File: src/rtl/jk_mod_counter.sv
// Up/down modulo-MODULUS counter built from JK-style stages; J/K excitations exported for cross-checking.
// Latency: Q updates one clk after a command is sampled; J, K and tc are combinational from inputs and Q.
// Backpressure: none, since every edge is accepted and clr clears asynchronously.
module jk_mod_counter #(
    parameter int WIDTH   = 4,
    parameter int MODULUS = 10
) (
    input  logic             clk,
    input  logic             clr,
    input  logic             pr,
    input  logic             load,
    input  logic [WIDTH-1:0] din,
    input  logic             en,
    input  logic             up,
    output logic [WIDTH-1:0] Q,
    output logic [WIDTH-1:0] _Q,
    output logic [WIDTH-1:0] J,
    output logic [WIDTH-1:0] K,
    output logic             tc,
    output logic             err
);

    generate
        if (MODULUS < 2 || MODULUS > (2 ** WIDTH)) begin : g_bad_modulus
            $error("jk_mod_counter: MODULUS must satisfy 2 <= MODULUS <= 2**WIDTH");
        end
    endgenerate

    localparam logic [WIDTH-1:0] MAXV    = WIDTH'(MODULUS - 1);
    // Widened by one bit so MODULUS == 2**WIDTH is still representable.
    localparam logic [WIDTH:0]   MOD_EXT = (WIDTH + 1)'(MODULUS);

    logic [WIDTH-1:0] q;
    logic [WIDTH-1:0] nxt;
    logic             err_nxt;
    logic             at_max;
    logic             at_zero;

    assign at_max  = (q == MAXV);
    assign at_zero = (q == '0);

    always_comb begin
        nxt     = q;
        err_nxt = 1'b0;
        if (pr) begin
            nxt = MAXV;
        end else if (load) begin
            if ({1'b0, din} < MOD_EXT) begin
                nxt = din;
            end else begin
                nxt     = '0;
                err_nxt = 1'b1;
            end
        end else if (en) begin
            if (up) begin
                nxt = at_max ? '0 : q + WIDTH'(1);
            end else begin
                nxt = at_zero ? MAXV : q - WIDTH'(1);
            end
        end
    end

    // Set only bits that must rise, reset only bits that must fall; toggle is never used.
    assign J  = ~q & nxt;
    assign K  = q & ~nxt;
    assign tc = en & ~pr & ~load & ((up & at_max) | (~up & at_zero));

    always_ff @(posedge clk or posedge clr) begin
        if (clr) begin
            q   <= '0;
            err <= 1'b0;
        end else begin
            q   <= (q & ~K) | (~q & J);
            err <= err_nxt;
        end
    end

    assign Q  = q;
    assign _Q = ~q;

endmodule

File: config.mk
export PLATFORM = sky130hd
export DESIGN_NAME = jk_mod_counter
export DESIGN_NICKNAME = d
export VERILOG_FILES = /design/src/rtl/jk_mod_counter.sv
export SDC_FILE = /design/constraint.sdc
export NUM_CORES = 1
export LEC_CHECK = 0
export ABC_AREA = 1
export BUFFER_PORTS_ARGS = -buffer_cell sky130_fd_sc_hd__buf_2
export CAP_MARGIN = 25
export CORE_MARGIN = 10
export CORE_UTILIZATION = 39
export DETAILED_ROUTE_END_ITERATION = 10
export PLACE_DENSITY = 0.73
export SYNTH_ARGS = -nofsm -noshare
export SYNTH_HDL_FRONTEND = slang
export SYNTH_SLANG_ARGS = --single-unit
export TNS_END_PERCENT = 5
File: constraint.sdc
create_clock -name clk -period 1.8 [get_ports clk]
set_clock_uncertainty 0.2 [all_clocks]
set_input_delay 0.36 -clock clk [delete_from_list [all_inputs] [get_ports clk]]
set_output_delay 0.36 -clock clk [all_outputs]
set_load 0.005 [all_outputs]
# After elaboration in Yosys (flattened, before gate mapping)
# Index checks and enable logic that the tools add are counted.
[totals]
wordCells = 34
register_bits = 5
output_inout_bits = 18
inputBits = 10
[classes]
n_reduce_logical = 1
magnitude_cmp = 1
eq_ne = 1
n_mux = 10
n_bitwise = 17
n_addsub = 2
[op_table]
columns = ["op", "n"]
rows = [
  ["$mux 4", 7],
  ["$and 4x4->4", 4],
  ["$not 4->4", 3],
  ["$and 1x1->1", 5],
  ["$add 4x1->4 const B", 1],
  ["$eq 4x4->1 const B", 1],
  ["$logic_not 4->1", 1],
  ["$lt 4x4->1 const B", 1],
  ["$or 4x4->4", 1],
  ["$sub 4x1->4 const B", 1],
  ["$mux 1", 3],
  ["$not 1->1", 3],
  ["$or 1x1->1", 1],
]

# Longest topological paths before layout
# Gate-level depths: netlist of the first run.
[depth]
ltp_word = 11
depth_mapped = 10
ltp_nobuf = 10

# Least setup slack after synthesis of the first run
# Ideal clock, no wire load.
[synth_path]
path_kind = "reg-to-output"
from = "register q[0] (netlist: Q[0])"
to = "output port J[2]"
path_buffers = 0
arrival_time_ns = 1.336
path_stages_with_launch = 10
t_required_ns = 1.240
slack_ns = -0.096
cell_sequence = "dfrtp_1 > inv_1 > ha_1 > inv_1 > nand2_1 > nand3_1 > nand2_1 > o21ai_1 > nand2_1 > nor2_1"
[synth_via]
elab_chain_cells = 7
word_cells_on_any_way = 11
cone_classes = "add/sub: 2; eq/ne: 1; mux: 6; bitwise: 1; reduce/logical: 1"
[synth_rtl]
columns = ["item", "line_no", "rtl"]
rows = [
  ["from (decl)", "33", "logic [WIDTH-1:0] q;"],
  ["from (signal assigned)", "73", "q <= (q & ~K) | (~q & J);"],
  ["$sub 4x1->4, or another cell as far along", "58", "nxt = at_zero ? MAXV : q - WIDTH'(1);"],
  ["$mux 4 (on tied branches)", "58, 56", ""],
  ["$mux 4 *", "55", "if (up) begin"],
  ["$mux 4 *", "54", "end else if (en) begin"],
  ["$mux 4 *", "47", "end else if (load) begin"],
  ["$mux 4 *", "45", "if (pr) begin"],
  ["$and 4x4->4 *", "64", "assign J = ~q & nxt;"],
  ["to (decl)", "17", "output logic [WIDTH-1:0] J,"],
]
# Every way passes the cells marked *; elsewhere a longest branch is shown, timed or not.

# Final worst setup path of the first run
[layout_path]
from = "register q[1] (netlist: Q[1])"
to = "output port K[0]"
[layout_via]
elab_chain_cells = 8
word_cells_on_any_way = 10
cone_classes = "eq/ne: 1; mux: 6; bitwise: 2; reduce/logical: 1"
[layout_rtl]
columns = ["item", "line_no", "rtl"]
rows = [
  ["$eq 4x4->1 or $logic_not 4->1 (tied branches)", "39, 40", ""],
  ["$mux 4 (on tied branches)", "56, 58", ""],
  ["$mux 4 *", "55", ""],
  ["$mux 4 *", "54", ""],
  ["$mux 4 *", "47", ""],
  ["$mux 4 *", "45", ""],
  ["$not 4->4 *", "65", "assign K = q & ~nxt;"],
  ["$and 4x4->4 *", "65", ""],
  ["to (decl)", "18", "output logic [WIDTH-1:0] K,"],
]
# Marked as above.

==> results of run 1 <==
==> layer usage <==
metal / vias up / share of wire
li1: 392 / -
met1: 347 / 0.39
met2: 26 / 0.51
met3: 5 / 0.074
met4: 0 / 0.023
met5: - / 0
==> state kept, by name, summed over array words and instances, names as in the netlist <==
| signal | flops |
|---|---|
| Q | 4 |
| err | 1 |
==> timing repair <==
action | 4_1_cts | 5_1_grt
setup endpoints to repair | 9 | 9
setup buffers | 1 | 3
gates resized for setup | 3 | 19
pin swaps | 3 | 11
hold endpoints to repair | 5 | 0
hold buffers | 1 | 0
==> area by class of cell <==
class	instances	area, um2	share of cell area
inverters	16	65.1	0.0667
repair buffers	48	303	0.310
well taps	15	18.8	0.0192
multi-input cells	68	437	0.447
clock buffers	4	26.3	0.0269
flip-flops and latches	5	126	0.129
==> metrics by stage <==
step	instance area, um2	utilization	total power [mW]	TNS (ns)	hold slack [ns]
after CTS	881	0.660	0.483	-2.73	0.131
after detailed placement	821	0.615	0.343	-0.531	0.0649
after global placement	821	0.615	0.340	-0.446	0.0656
after global routing	976	0.732	0.556	-4.40	0.140
final	976	0.732	0.518	-3.42	0.137
after floorplan	566	-	0.245	0	-0.0615
==> worst min path at each step <==
stage | from | to
5_1_grt | pr | err
3_5_place_dp | clr | Q[3]
4_1_cts | pr | err
6_report | pr | err
3_3_place_gp | clr | err
2_1_floorplan | clr | Q[1]
==> worst max-delay path, delay by kind of cell (launching register included) <==
kind	cells	cell delay, ns
buf+inv	2	0.25
fa+ha+maj	1	0.15
simple gates	6	0.61
flops	1	0.41
==> placed cells by master, fill, tap and decap left out, drive strengths merged <==
master	n
a21oi	9
buf	47
clkbuf	4
clkinv	1
dfrtp	5
dlygate4sd3	1
ha	3
inv	15
nand2	26
nand3	12
nand4	2
nor2	10
nor3	1
o21a	1
o21ai	3
o22a	1
==> logic make-up (layout without fill, tap and decap cells) <==
family / after synthesis / count (layout) / share of synthesized area
DFF: 5 / 5 / 0.223
buffers and inverters: 18 / 68 / 0.149
and+or+nand+nor: 51 / 51 / 0.419
adders and majority gates: 3 / 3 / 0.0668
AOI/OAI and AO/OA: 14 / 14 / 0.143
==> power groups by stage <==
stage	logic, mW	registers, mW	clock network, mW
final	0.253	0.135	0.130
after global routing	0.281	0.137	0.138
after CTS	0.218	0.134	0.131
after detailed placement	0.208	0.135	0
after global placement	0.206	0.134	0
after floorplan	0.113	0.132	0
==> run summary, run 1 <==
The run finished, with violations left. The final reports fail on setup timing. The top cell type's share of synthesized area came out at 0.223. The run gives 0.178 as the global-route met2 utilization.

The power share of the combinational group was 0.489; the post-synthesis instance total was 91. In this run the horizontal extent of the chip is 58.0 um. The path depth of the worst reg2reg path is 8, and the worst endpoint required time is 1.24 ns.

The tools report the worst endpoint data arrival time as 1.68 ns. The power share of the sequential group came out at 0.261. The critical path ends at K[0]. The run gives 22 as the post-synthesis cell type count. The logs give 2130 um for the overall routed net length and 2 for the maximum buffer depth of the clock tree. The total global routing track utilization was 0.110.

The library cell contributing the largest single delay on the critical path is sky130_fd_sc_hd__dfrtp_1. After layout, the minimum clock period comes to 2.24 ns. For the pin with the worst max-slew slack, the measured transition is 0.376 ns. Setup repair after global routing could not meet its margin everywhere. Counting flops with a built-in enable in the synthesized netlist gives 0. Net count after synthesis: 104.

28 I/O pins were placed. For the count of routing violations after the opening detailed-route iteration, the log shows 16. The logs give 1 for the deepest level of the CTS H-tree and 5 for the clock sink count. The power per unit of standard cell area is 531 nW/um2, and the count of endpoints failing setup in the final report is 9. The buffer type at the clock tree root was sky130_fd_sc_hd__clkbuf_4.

The tools report the leakage power as 0.544 nW. The summed instance area of the synthesized netlist was 562 um2; the synthesized flop and latch total was 5. Cell depth of the worst min-delay path: 2. The clock latency reported for the late side of the worst-skew pair is 0.25 ns, and the via count of the first global-routing pass is 665. VDD sags by at most 0.229 mV. The number of antenna diodes in the final layout is 0. After synthesis, the cell types taking the most area are sky130_fd_sc_hd__dfrtp_1, sky130_fd_sc_hd__nand2_1, sky130_fd_sc_hd__inv_1, sky130_fd_sc_hd__nand3_1, sky130_fd_sc_hd__a21oi_1.

After synthesis, the mean cell area works out to 6.17 um2. The clock share of power was 0.250. For this run, the top clock speed supported by timing is 447 MHz. In this run the worst setup path begins at Q[1]. The final worst-path cycle share is 1.24, and the number of warnings reported in the yosys synthesis log is 0. For the sum of overflow across all layers after global routing, the log shows 0.

In this design, the critical path's most frequently occurring cell is sky130_fd_sc_hd__nand2_1. The commonest cells after synthesis are sky130_fd_sc_hd__nand2_1, sky130_fd_sc_hd__inv_1, sky130_fd_sc_hd__nand3_1, sky130_fd_sc_hd__a21oi_1, sky130_fd_sc_hd__nor2_1. The number of cells after detailed placement is 147, and the delay of the slowest cell on the worst path is 0.41 ns.

For the first-pass GRT wire length, the log shows 2930 um. For the met1 track utilization from global routing, the log shows 0.113. The most common cell in the netlist was sky130_fd_sc_hd__nand2_1. The final number of max-transition violations is 0.

Walking the worst path, the cells encountered are inv_2, ha_4, nand4_1, nand3_1, nand2_1, nand2_2, nand2_1, nor2_1, buf_2. The min-delay analysis places its worst path in the category in2reg. Post-synthesis sequential area ratio: 0.223. STA classifies the critical path startpoint as a flop. The share of layout cells above drive strength 1 was 0.553.

The layout has 104 filler cells. Across the run, the number of max-cap violations was 0. STA classifies the critical path endpoint as a primary output.

Entering global routing, the biggest net connects 9 pins. Dividing the detail-routed via count by the number of cells gives 4.94. After clock tree synthesis, the clock-pin slew on the worst setup and hold paths is 0.04 ns. The number of DRC violations after detailed routing is 0. The post-detailed-route wirelength per cell came out at 13.6 um. Routability-driven placement finished with a final weighted congestion of 0.824. The total via count in the routed design was 770; the port buffer count was 27. For the pre-CTS setup slack, the log shows -0.129 ns.

In the final design database the tool counted 155 nets. Critical register-to-register path startpoint: Q[1]. The first detailed-routing pass ran for 4 iterations. For this run, the leading register cell type out of synthesis is sky130_fd_sc_hd__dfrtp_1.

The tightest slew margin relative to the limit came out at 0.749. In this run the worst path has a maximum fanout of 4. TritonCTS built the clock tree. The initial antenna violation count was 0; the vertical die dimension was 58.0 um. The fraction of registers with async set/reset works out to 1.00.

The start-to-end type of the worst setup path was reg2out. Detailed placement ended at an HPWL of 1590 um. The tools report the number of standard-cell rows in the floorplan as 13.

The die covers 3360 um2. Buffers inserted during clock tree synthesis total 3. The internal portion of the total power is 0.326 mW. The worst register-to-register path has a setup slack of 0.11 ns. The final hold violation count is 0, and the switching power is 0.193 mW. The switching share of power was 0.372.

The met3 usage in global routing was 0.0370. The area overhead of the layout relative to synthesis was 73.7%. In this run the standard cell core region covers 1330 um2. The biggest area contributor in the post-synthesis netlist is sky130_fd_sc_hd__dfrtp_1. The count of placed standard cells in the final layout, fillers left out is 156, and the setup slack of the critical path after layout is -0.436 ns. The initial cell density of the core is 0.421. In this run the most used layer during global routing was met2. For the antenna violation net count after detailed routing, the log shows 0.

Terminus of the critical flop-to-flop path: Q[0].
Note: power is estimated with default switching activity, not from simulation.
==> run 2: changes to the inputs <==
--- a/config.mk
+++ b/config.mk
@@ -12,6 +12,9 @@
 export CORE_UTILIZATION = 39
 export DETAILED_ROUTE_END_ITERATION = 10
 export PLACE_DENSITY = 0.73
+export SETUP_SLACK_MARGIN = 0.15
+export SKIP_LAST_GASP = 1
+export SLEW_MARGIN = 20
 export SYNTH_ARGS = -nofsm -noshare
 export SYNTH_HDL_FRONTEND = slang
 export SYNTH_SLANG_ARGS = --single-unit
==> run 2 against run 1 <==
Against the previous run:
- the flow still finishes with violations (setup timing)
- sequential power about the same
- clock power rose by 12%
- core utilization is 1.3 points lower
- highest routed layer unchanged
- power decreased by 0.13%
==> run summary, run 2 (synthesis results as in run 1) <==
The run finished, with violations left. The checks that failed: setup timing. For the clock share of power, the log shows 0.280 (+0.030). The run gives 2 (unchanged) as the maximum buffer depth of the clock tree. For the initial antenna violation count, the log shows 0 (unchanged). The switching share of power was 0.374 (+0.00188).

The highest ir drop seen on vdd is 0.351 mV (+53%), and the register area is 128 um2 (+0.99%). The count of routing violations after the opening detailed-route iteration was 40 (+24); the first-pass GRT wire length was 3360 um (+15%). The total global routing track utilization came out at 0.128 (+0.0178). For the clock latency reported for the late side of the worst-skew pair, the log shows 0.25 ns (about the same). The total via count in the routed design is 793 (+3.0%). The detailed placer's ending HPWL was 1570 um (-1.3%); the x dimension of the die was 58.0 um (unchanged). Leaving out fill and tap cells, the most frequent cells in the layout are sky130_fd_sc_hd__buf_2, sky130_fd_sc_hd__nand2_1, sky130_fd_sc_hd__buf_4.

The internal power contribution came out at 0.324 mW (-0.43%). The flip-flop count of the largest register, all copies and words added works out to 4 (unchanged). The logs give 3 (unchanged) for the total clock buffers created by CTS and 453 MHz (+1.2%) for the top achievable clock speed.

For the clock sink count, the log shows 5 (unchanged). The tools report the switching power as 0.193 mW (+0.38%). For the antenna violation net count after detailed routing, the log shows 0 (unchanged).

The worst hold path belongs to the class in2reg. The power share of the combinational group was 0.454 (-0.035); the post-detailed-route wirelength per cell was 12.6 um (-7.6%). The shortest period the worst path allows was 2.21 ns (-0.0275 ns); the area of the placeable core was 1330 um2 (unchanged).

The tools report the deepest level of the CTS H-tree as 1 (unchanged). The full die area was 3360 um2 (unchanged); the share of layout cells above drive strength 1 was 0.497 (-0.0566). Setup repair after global routing could not meet its margin everywhere. The overall routed net length was 2020 um (-5.2%).

The overall power came out at 0.517 mW (-0.13%). The run gives 117 (+13%) as the total of fill cells in the finished design. For the initial cell density of the core, the log shows 0.421 (unchanged).

The number of I/O pins came out at 28 (unchanged). STA classifies the critical path startpoint as a flop. The worst endpoint required time came out at 1.24 ns (about the same). The measured slew at the worst slew-check pin came out at 0.379 ns (+0.00280 ns). The sum of overflow across all layers after global routing is 0 (unchanged).

The detailed-route vias per instance is 4.96 (+0.41%). The final number of max-transition violations was 0 (unchanged); the final hold violation count was 0 (unchanged). TritonCTS built the clock tree. The count of endpoints failing setup in the final report is 10 (+1), and the multi-input gate area in the final layout is 390 um2 (-11%).

The area overhead of the layout relative to synthesis was 70.6%. Endpoint type of the worst setup path: a primary output. The tools report the final weighted congestion of routability-driven global placement as 0.842 (+2.2%).

The tools report the number of optimization iterations in the first detailed-route pass as 4 (unchanged). The worst-path maximum fanout is 5 (+1), and the cell depth of the worst min-delay path is 2 (unchanged). The largest net degree at the start of global routing was 9 (unchanged).

Leaving out fill and tap cells, the most frequent cell in the layout is sky130_fd_sc_hd__buf_2. The post-route cell area came out at 958 um2 (-1.8%). The critical path in this run is classified as reg2out. Leakage power: 0.558 nW (+2.7%).

The number of standard-cell rows in the floorplan came out at 13 (unchanged). The buffer type at the clock tree root was sky130_fd_sc_hd__clkbuf_4. The placement-stage cell area is 850 um2 (+3.5%). The clock-pin slew of the registers on the worst-case setup and hold paths is 0.05 ns (about the same), and the worst endpoint data arrival time is 1.65 ns (-0.03 ns). The setup slack of the critical path after layout is -0.408 ns (+0.0275 ns). The tools report the tightest slew margin relative to the limit as 0.747 (-0.00187). Via count of the first global-routing pass: 803 (+21%). The final standard cell utilization of the core was 0.719 (-0.0131); the path depth of the worst reg2reg path was 15 (+7).

The vertical die dimension was 58.0 um (unchanged). The final worst-path cycle share came out at 1.23 (-0.0153). The count of maximum capacitance violations was 0 (unchanged); the number of inserted diodes was 0 (unchanged). The power per unit of standard cell area was 540 nW/um2 (+1.7%).

Port buffer count: 27 (unchanged). The logs give 159 (+2.6%) for the number of nets in the layout and 0 (unchanged) for the number of DRC violations after detailed routing. The run gives 0.266 (+0.005) as the power share of the sequential group.
[run 2: metrics by stage]
stage / std cells / TNS, ns / hold slack, ns / worst slack (ns)
2_1_floorplan: 91 / 0 / -0.0616 / 0.0570
3_3_place_gp: 147 / -0.391 / 0.0794 / -0.0969
3_5_place_dp: 147 / -0.508 / 0.0843 / -0.105
4_1_cts: 159 / -3.41 / 0.105 / -0.398
5_1_grt: 160 / -4.85 / 0.0970 / -0.513
6_report: 160 / -3.47 / 0.109 / -0.408
[run 2: layout make-up]
type                            count  share of cell area
Tap cell                           15              0.0196
Multi-Input combinational cell     68               0.407
Timing Repair Buffer               52               0.339
Clock buffer                        4              0.0274
Sequential cell                     5               0.133
Inverter                           16              0.0731
[run 2: worst max-delay path, stage by stage, from the launching register on]
cell                      delay (ns)
sky130_fd_sc_hd__dfrtp_2        0.46
sky130_fd_sc_hd__inv_4          0.08
sky130_fd_sc_hd__ha_4           0.15
sky130_fd_sc_hd__nand3_2        0.06
sky130_fd_sc_hd__nand3_2        0.08
sky130_fd_sc_hd__nand2_1        0.05
sky130_fd_sc_hd__o21ai_1        0.15
sky130_fd_sc_hd__nand2_1        0.11
sky130_fd_sc_hd__inv_2          0.07
sky130_fd_sc_hd__nor2_1         0.04
sky130_fd_sc_hd__buf_2          0.12
[run 2: final timing paths]
kind | end | startpoint | slack, ns
setup / recovery | K[2] | Q[0] | -0.41
hold / removal | err | pr | 0.11
setup reg to reg | Q[2] | Q[0] | -0.40
hold reg to reg | Q[0] | Q[0] | 0.70
max in group asynchronous | Q[1] | clr | 0.83
min in group asynchronous | err | clr | 0.36
[run 2: power groups by stage]
stage / clock network [mW] / logic, mW / registers (mW)
5_1_grt: 0.164 / 0.262 / 0.140
6_report: 0.145 / 0.235 / 0.138
3_5_place_dp: 0 / 0.211 / 0.139
2_1_floorplan: 0 / 0.119 / 0.135
4_1_cts: 0.154 / 0.231 / 0.138
3_3_place_gp: 0 / 0.208 / 0.138
[run 2: repair_timing]
action	in CTS	in global routing
hold buffers	1	0
endpoints found under the hold margin	5	0
buffers inserted	7	1
cloned	0	0
resized for setup	3	1
pin swaps	5	1
endpoints found under the setup margin	11	14
[run 2: per-layer routing]
layer  vias up  part of all wire  global-route usage
met2        38              0.49               0.224
met5         -                 0                   0
met4         0             0.011              0.0470
met1       353              0.39               0.124
met3         4              0.10              0.0697
li1        398                 -                   -
